**src/rtl/fft_result_capture.sv**
```systemverilog
// Captures one sync-aligned FFT output frame into a local buffer and drains it
// over a valid/ready stream, optionally in bit-reversed address order.
module fft_result_capture #(
    parameter int unsigned OW     = 20,
    parameter int unsigned LGFFT  = 6,
    parameter int unsigned BITREV = 0
) (
    input  logic            S_AXI_ACLK,
    input  logic            S_AXI_ARESETN,
    input  logic            i_arm,
    input  logic            i_ce,
    input  logic [2*OW-1:0] i_result,
    input  logic            i_sync,
    output logic            o_tvalid,
    input  logic            i_tready,
    output logic [2*OW-1:0] o_tdata,
    output logic            o_tlast,
    output logic            o_busy,
    output logic            o_sync_err,
    output logic            o_overrun,
    output logic [15:0]     o_frame_count
);
    localparam int unsigned N  = 1 << LGFFT;
    localparam int unsigned DW = 2 * OW;
    localparam logic [LGFFT-1:0] LAST_ADDR = LGFFT'(N - 1);

    typedef enum logic [1:0] {IDLE, WAIT_SYNC, CAPTURE, DRAIN} state_t;

    state_t           r_state;
    logic [LGFFT-1:0] r_wptr;
    logic [LGFFT-1:0] r_k;
    logic             r_fetch_done;
    logic [DW-1:0]    r_mem [N];

    logic             w_we;
    logic [LGFFT-1:0] w_waddr;
    logic [LGFFT-1:0] w_raddr;
    logic             w_xfer;
    logic             w_fetch;

    function automatic logic [LGFFT-1:0] bitrev(input logic [LGFFT-1:0] a);
        logic [LGFFT-1:0] r;
        for (int i = 0; i < int'(LGFFT); i++) begin
            r[i] = a[LGFFT-1-i];
        end
        return r;
    endfunction

    // Write/read addressing and the prefetch condition for the output register.
    always_comb begin
        w_we    = i_ce && (((r_state == WAIT_SYNC) && i_sync) || (r_state == CAPTURE));
        w_waddr = i_sync ? '0 : r_wptr;
        w_raddr = (BITREV != 0) ? bitrev(r_k) : r_k;
        w_xfer  = o_tvalid && i_tready;
        w_fetch = (r_state == DRAIN) && !r_fetch_done && (!o_tvalid || w_xfer);
    end

    // Frame buffer: not reset, one write port.
    always_ff @(posedge S_AXI_ACLK) begin
        if (w_we) begin
            r_mem[w_waddr] <= i_result;
        end
    end

    always_ff @(posedge S_AXI_ACLK or negedge S_AXI_ARESETN) begin
        if (!S_AXI_ARESETN) begin
            r_state       <= IDLE;
            r_wptr        <= '0;
            r_k           <= '0;
            r_fetch_done  <= 1'b0;
            o_tvalid      <= 1'b0;
            o_tdata       <= '0;
            o_tlast       <= 1'b0;
            o_busy        <= 1'b0;
            o_sync_err    <= 1'b0;
            o_overrun     <= 1'b0;
            o_frame_count <= '0;
        end else begin
            case (r_state)
                IDLE: begin
                    if (i_arm) begin
                        r_state    <= WAIT_SYNC;
                        r_wptr     <= '0;
                        o_busy     <= 1'b1;
                        o_sync_err <= 1'b0;
                        o_overrun  <= 1'b0;
                    end
                end
                WAIT_SYNC: begin
                    if (i_ce && i_sync) begin
                        r_state <= CAPTURE;
                        r_wptr  <= LGFFT'(1);
                    end
                end
                CAPTURE: begin
                    // A sync mid-frame restarts the capture on the new frame.
                    if (i_ce && i_sync) begin
                        if (r_wptr != '0) begin
                            o_sync_err <= 1'b1;
                        end
                        r_wptr <= LGFFT'(1);
                    end else if (i_ce) begin
                        if (r_wptr == LAST_ADDR) begin
                            r_state      <= DRAIN;
                            r_wptr       <= '0;
                            r_k          <= '0;
                            r_fetch_done <= 1'b0;
                        end else begin
                            r_wptr <= r_wptr + LGFFT'(1);
                        end
                    end
                end
                DRAIN: begin
                    if (i_ce && i_sync) begin
                        o_overrun <= 1'b1;
                    end
                    if (w_fetch) begin
                        o_tdata  <= r_mem[w_raddr];
                        o_tvalid <= 1'b1;
                        o_tlast  <= (r_k == LAST_ADDR);
                        r_k      <= r_k + LGFFT'(1);
                        if (r_k == LAST_ADDR) begin
                            r_fetch_done <= 1'b1;
                        end
                    end else if (w_xfer) begin
                        o_tvalid      <= 1'b0;
                        o_tlast       <= 1'b0;
                        o_busy        <= 1'b0;
                        r_state       <= IDLE;
                        o_frame_count <= o_frame_count + 16'd1;
                    end
                end
                default: begin
                    r_state <= IDLE;
                end
            endcase
        end
    end
endmodule

```
**config.mk**
```make
export PLATFORM = sky130hd
export DESIGN_NAME = fft_result_capture
export DESIGN_NICKNAME = d
export VERILOG_FILES = /design/src/rtl/fft_result_capture.sv
export SDC_FILE = /design/constraint.sdc
export NUM_CORES = 2
export LEC_CHECK = 0
export ABC_AREA = 1
export BUFFER_PORTS_ARGS = -buffer_cell sky130_fd_sc_hd__buf_2
export CAP_MARGIN = 20
export CORE_MARGIN = 1
export CORE_UTILIZATION = 40
export CTS_CLUSTER_DIAMETER = 40
export DETAILED_ROUTE_END_ITERATION = 8
export GPL_TIMING_DRIVEN = 0
export HOLD_SLACK_MARGIN = 0.1
export PLACE_DENSITY = 0.6
export SYNTH_ARGS = -nofsm -noshare
export SYNTH_HDL_FRONTEND = slang
export SYNTH_SLANG_ARGS = --single-unit
```
**constraint.sdc**
```tcl
create_clock -name S_AXI_ACLK -period 4.9 [get_ports S_AXI_ACLK]
set_input_delay 0.245 -clock S_AXI_ACLK [delete_from_list [all_inputs] [get_ports S_AXI_ACLK]]
set_output_delay 0.245 -clock S_AXI_ACLK [all_outputs]
set_load 0.01 [all_outputs]
```
After elaboration in Yosys (flattened, before gate mapping)
Memories as Yosys holds them, arrays and structs flattened. A register that Yosys moved wholly into a read port is not among the register bits.
Cells that the tools add are included.
{ "word_totals": {"output_inout_bits": 61, "mem_count": 1, "ramBits": 2560, "register_bits": 36, "wordCells": 101} }
{ "classes": {"add_sub_neg": 3, "reduce_logical": 28, "bitwise": 1, "n_mux": 40, "eq_ne": 18} }
{ "memory_table": {"columns": ["name", "words", "width", "rd", "rd_ports_with_merged_regs", "wr", "line_no", "rtl"], "rows": [
  ["r_mem", 64, 40, 1, 1, 1, "33", "logic [DW-1:0] r_mem [N];"]
]} }
{ "op_table": {"columns": ["op", "count"], "rows": [
  ["6-bit 2-to-1 mux", 10],
  ["6-bit one-hot mux with 3 select lines", 1],
  ["16-bit by 1-bit adder with 16-bit output, second input constant", 1],
  ["1-bit 2-to-1 mux", 16],
  ["2-bit 2-to-1 mux", 7],
  ["6-bit by 1-bit adder with 6-bit output, second input constant", 2],
  ["6-bit equality test, second input constant", 2],
  ["2-bit by 1-bit inequality test with 1-bit output, second input constant", 6],
  ["2-bit inequality test, second input constant", 6],
  ["6-bit one-hot mux with 2 select lines", 1],
  ["4-bit AND reduction", 3],
  ["1-bit one-hot mux with 2 select lines", 4],
  ["2-bit one-hot mux with 4 select lines", 1],
  ["2-bit nonzero test", 4],
  ["7-bit AND reduction", 1],
  ["1-bit logical AND", 6],
  ["3-bit AND reduction", 2],
  ["6-bit AND reduction", 1],
  ["6-bit nonzero test", 1],
  ["5-bit AND reduction", 1],
  ["2-bit equality test, second input constant", 2],
  ["2-bit AND reduction", 2],
  ["1-bit zero test", 3],
  ["3-bit by 2-bit inequality test with 1-bit output, second input constant", 1],
  ["5 further kinds", 6]
]} }

Longest topological paths before layout
{ "depth": {"depth_word": 6, "depth_mapped": 14} }

Worst setup path before layout
Ideal clock, no wire load.
{ "synth_timing": {"kind": "register -> register", "startpoint": "reg r_state[0]", "endpoint": "mem r_mem[10][0] (netlist bit), enable pin", "path_stages_with_launch": 7, "arrival_time_ps": 3136, "setup_time_ps": 438, "slack_ps": 1327, "path_cell_list": "dfrtp_1 > inv_1 > ha_1 > inv_1 > o22ai_2 > nand4_1 > nor2_1"} }
{ "synth_via": {"elab_chain_cells": 6, "word_cells_on_any_way": 7} }
{ "synth_lines": {"columns": ["item", "line_no", "rtl"], "rows": [
  ["start: declaration", "29", "state_t r_state;"],
  ["start signal: assignment", "67", "r_state <= IDLE;"],
  ["start signal: assignment", "82", "r_state <= WAIT_SYNC;"],
  ["start signal: assignment", "91", "r_state <= CAPTURE;"],
  ["2-bit by 1-bit equality test with 1-bit output", "51", "w_we = i_ce && (((r_state == WAIT_SYNC) && i_sync) || (r_state == CAPTURE));"],
  ["1-bit logical AND", "51", null],
  ["1-bit logical OR *", "51", null],
  ["1-bit logical AND *", "51", null],
  ["1-bit 2-to-1 mux *", "60", "if (w_we) begin"],
  ["1-bit 2-to-1 mux (not written as such) *", "61", "r_mem[w_waddr] <= i_result;"],
  ["end: declaration", "33", null]
]} }
Every way passes the cells marked *; elsewhere a longest branch is shown, timed or not.

==> results.json <==
{
  "ys_types": 35,
  "period_share_pct": 91.4,
  "fp.dieW_um": 527,
  "internal_power_mw": 45.6,
  "grt_pass1_wl_mm": 559,
  "switching_power_mw": 21.2,
  "cts_setup_buffers": 0,
  "vias": 80500,
  "synth_seq_cells": 2636,
  "postLayoutCoreUtil_pct": 48.4,
  "tns_ns": 0,
  "nets": 10800,
  "synth_fp_nets": 10100,
  "gp_congestion": 1.01,
  "avgRoutedWirePerCell_um": 27.5,
  "overflow": 0,
  "route.detailed.drc": 0,
  "clk_path_buf_depth": 4,
  "cts_tree": "built",
  "final.fill_count": 24100,
  "synth_warnings": 0,
  "firstDrtPassIters": 6,
  "die-area_um2": 278000,
  "drt_iter0_drc": 12000,
  "worstSetupPathType": "flip-flop to flip-flop",
  "seq_power_share_pct": 37.9,
  "synth_cells": 10100,
  "hold_viol": 0,
  "worst_hold_slack_ns": 0.173,
  "track_usage_pct": 28.5,
  "ant_nets": 0,
  "cts-resized-gates": 0,
  "clock_latency_ns": 0.91,
  "rows": 192,
  "dp_hpwl_mm": 278,
  "grt_max_degree": 65,
  "setup_viol": 0,
  "pwr-share-comb_pct": 19.8,
  "arrival_ns": 5.30,
  "fin_worst_skew_ns": 0.0604,
  "max_clock_freq_mhz": 223,
  "cts_buffers": 391,
  "clkPwrFrac_pct": 42.3,
  "swShare_pct": 31.7,
  "layout_common_cells": "nand2_1, edfxtp_1, nand3_1, inv_1, clkbuf_16",
  "antenna_found_initial": 27,
  "synth_ff_type": "edfxtp_1",
  "ioPinCount": 107,
  "synth-seq-area-share_pct": 71.4,
  "endpoint_kind": "flip-flop",
  "power_leakage_nw": 51.9,
  "irDropWorstVdd_mv": 0.301,
  "grt_setup_unrepaired": "false",
  "p_per_area_nw_per_um2": 503,
  "start_util_pct": 40.3,
  "cts_num_sinks": 2636,
  "postRouteWirelength_mm": 403,
  "synth_edf_count": 2560,
  "syn_area_um2": 110000,
  "die_h_um": 527,
  "io_buffer_count": 105,
  "layout-drive-gt1-share_pct": 12.6,
  "crit_slowest_cell": "nor2_1",
  "routed_via_density": 5.49,
  "multi_input_area_um2": 25700,
  "layout_min_cycle_time_ns": 4.48,
  "seq_area_um2": 78800,
  "crit_path_frequent_cell": "nor2_1",
  "crit_required_ns": 5.72,
  "root_buffer": "clkbuf_16",
  "maxSlewHeadroom_pct": 16.5,
  "hold_class": "primary input to flip-flop",
  "cp_cell_sequence": "buf_2, inv_2, buf_2, buf_1, nand2_1, nand2_1, nor2_1, nor2_1, nor2_1, nor2_1",
  "cp-start-kind": "flip-flop",
  "core_area_um2": 274000,
  "grt_pass1_vias": 75300,
  "drv_cap": 0,
  "htreeDepth": 5,
  "status": "complete, no violations",
  "cp_max_fo": 10,
  "tightest_slew_ns": 1.25,
  "drv_slew": 0,
  "syn_avg_cell_area_um2": 11.0,
  "areaGrowthSynthToFinish_pct": 20.3,
  "clkTransAtPathRegs_ns": 0.06,
  "postSynth.asyncResetShare_pct": 2.88,
  "final_common_cell": "nand2_1",
  "critPathMaxStageDelay_ns": 0.95
}
logic make-up (layout without fill, tap and decap cells):
group,after synthesis,count (layout),share of synthesized area (%)
flops,2636,2636,71.4
fa+ha+maj,9,9,0.102
buf+inv,1531,2547,5.73
compound gates,220,220,1.18
simple gates,5637,5637,21.4
xor+xnor,18,18,0.143
other cells,0,11,0
area by class of cell:
type                    instances  share of cell area (%)
plain buffers                 566                    2.03
flip-flops and latches       2636                    59.4
inverters                     965                    2.73
clock buffers                 439                    7.61
multi-input cells            5884                    19.4
well taps                    3589                    3.38
diodes                         11                  0.0207
clock inverters               285                    2.37
repair buffers                292                    3.10
stage by stage:
stage / total power [mW] / setup slack [ns] / instances / instance area [um^2]
after global routing: 68.3 / 0.606 / 14700 / 133000
after detailed placement: 38.4 / 0.833 / 13900 / 119000
after global placement: 38.1 / -2.56 / 13700 / 115000
after CTS: 66.3 / 0.817 / 14700 / 133000
final: 66.7 / 0.422 / 14700 / 133000
after floorplan: 32.2 / 1.33 / 10100 / 110000
state kept, by name, indices dropped and copies added (netlist names):
| name | cells |
|---|---|
| o_busy | 1 |
| r_state | 2 |
| o_sync_err | 1 |
| r_fetch_done | 1 |
| o_tvalid | 1 |
| o_tdata | 40 |
| r_wptr | 6 |
| r_k | 6 |
| o_overrun | 1 |
| r_mem | 2560 |
| o_frame_count | 16 |
| o_tlast | 1 |
what timing repair did:
item | CTS | global route
hold buffers | 49 | 0
hold endpoints to repair | 2300 | 0
endpoints found under the setup margin | 0 | 0
synthesized netlist by cell type (11+ instances only):
master    number  area [um^2]
clkbuf_1     134          503
inv_1        960         3600
a21oi_1       47          235
o21ai_0       72          360
o21ai_1       25          125
nor2_1       399         1500
nand3_1     1756         8790
dfrtp_1       76         1900
edfxtp_1    2560        76900
buf_4         38          285
buf_1         81          304
nand2_1     3368        12600
or2_2         80          500
xor2_1        11         96.3
o211ai_1      68          510
buf_2        307         1540
power groups by stage:
stage | combinational, mW | sequential (mW) | clock (mW)
floorplan | 6.47 | 25.8 | 0
global placement | 12.3 | 25.8 | 0
detailed placement | 12.6 | 25.8 | 0
CTS | 12.7 | 25.3 | 28.3
global route | 13.8 | 25.3 | 29.2
finish | 13.2 | 25.3 | 28.2
worst max-delay path, delay by kind of cell (launching register included):
family,cells,cell delay [ns]
buffers and inverters,4,2.30
flip-flops,1,0.35
AND/OR/NAND/NOR,6,1.73
path summary, 6_finish.rpt:
path | from | end | slack, ns | depth (start not counted)
setup / recovery | r_k[3] | o_tdata[22] | 0.42 | 10
hold / removal | i_sync | o_sync_err | 0.17 | 5
setup reg to reg | r_k[3] | o_tdata[22] | 0.42 | 10
hold reg to reg | o_frame_count[15] | o_frame_count[15] | 0.47 | 1
max in group asynchronous | S_AXI_ARESETN | o_sync_err | 3.99 | 4
min in group asynchronous | S_AXI_ARESETN | o_frame_count[5] | 0.51 | 4
routing by layer:
layer  up-vias  track usage (%)  routed length, um
met5         -                0                 15
met3       903             6.05              46200
met4         4             16.2              25300
met1     39300             38.1             155000
met2      5006             43.0             177000
li1      35300                -                  -
Power figures use the tool's default switching activity.
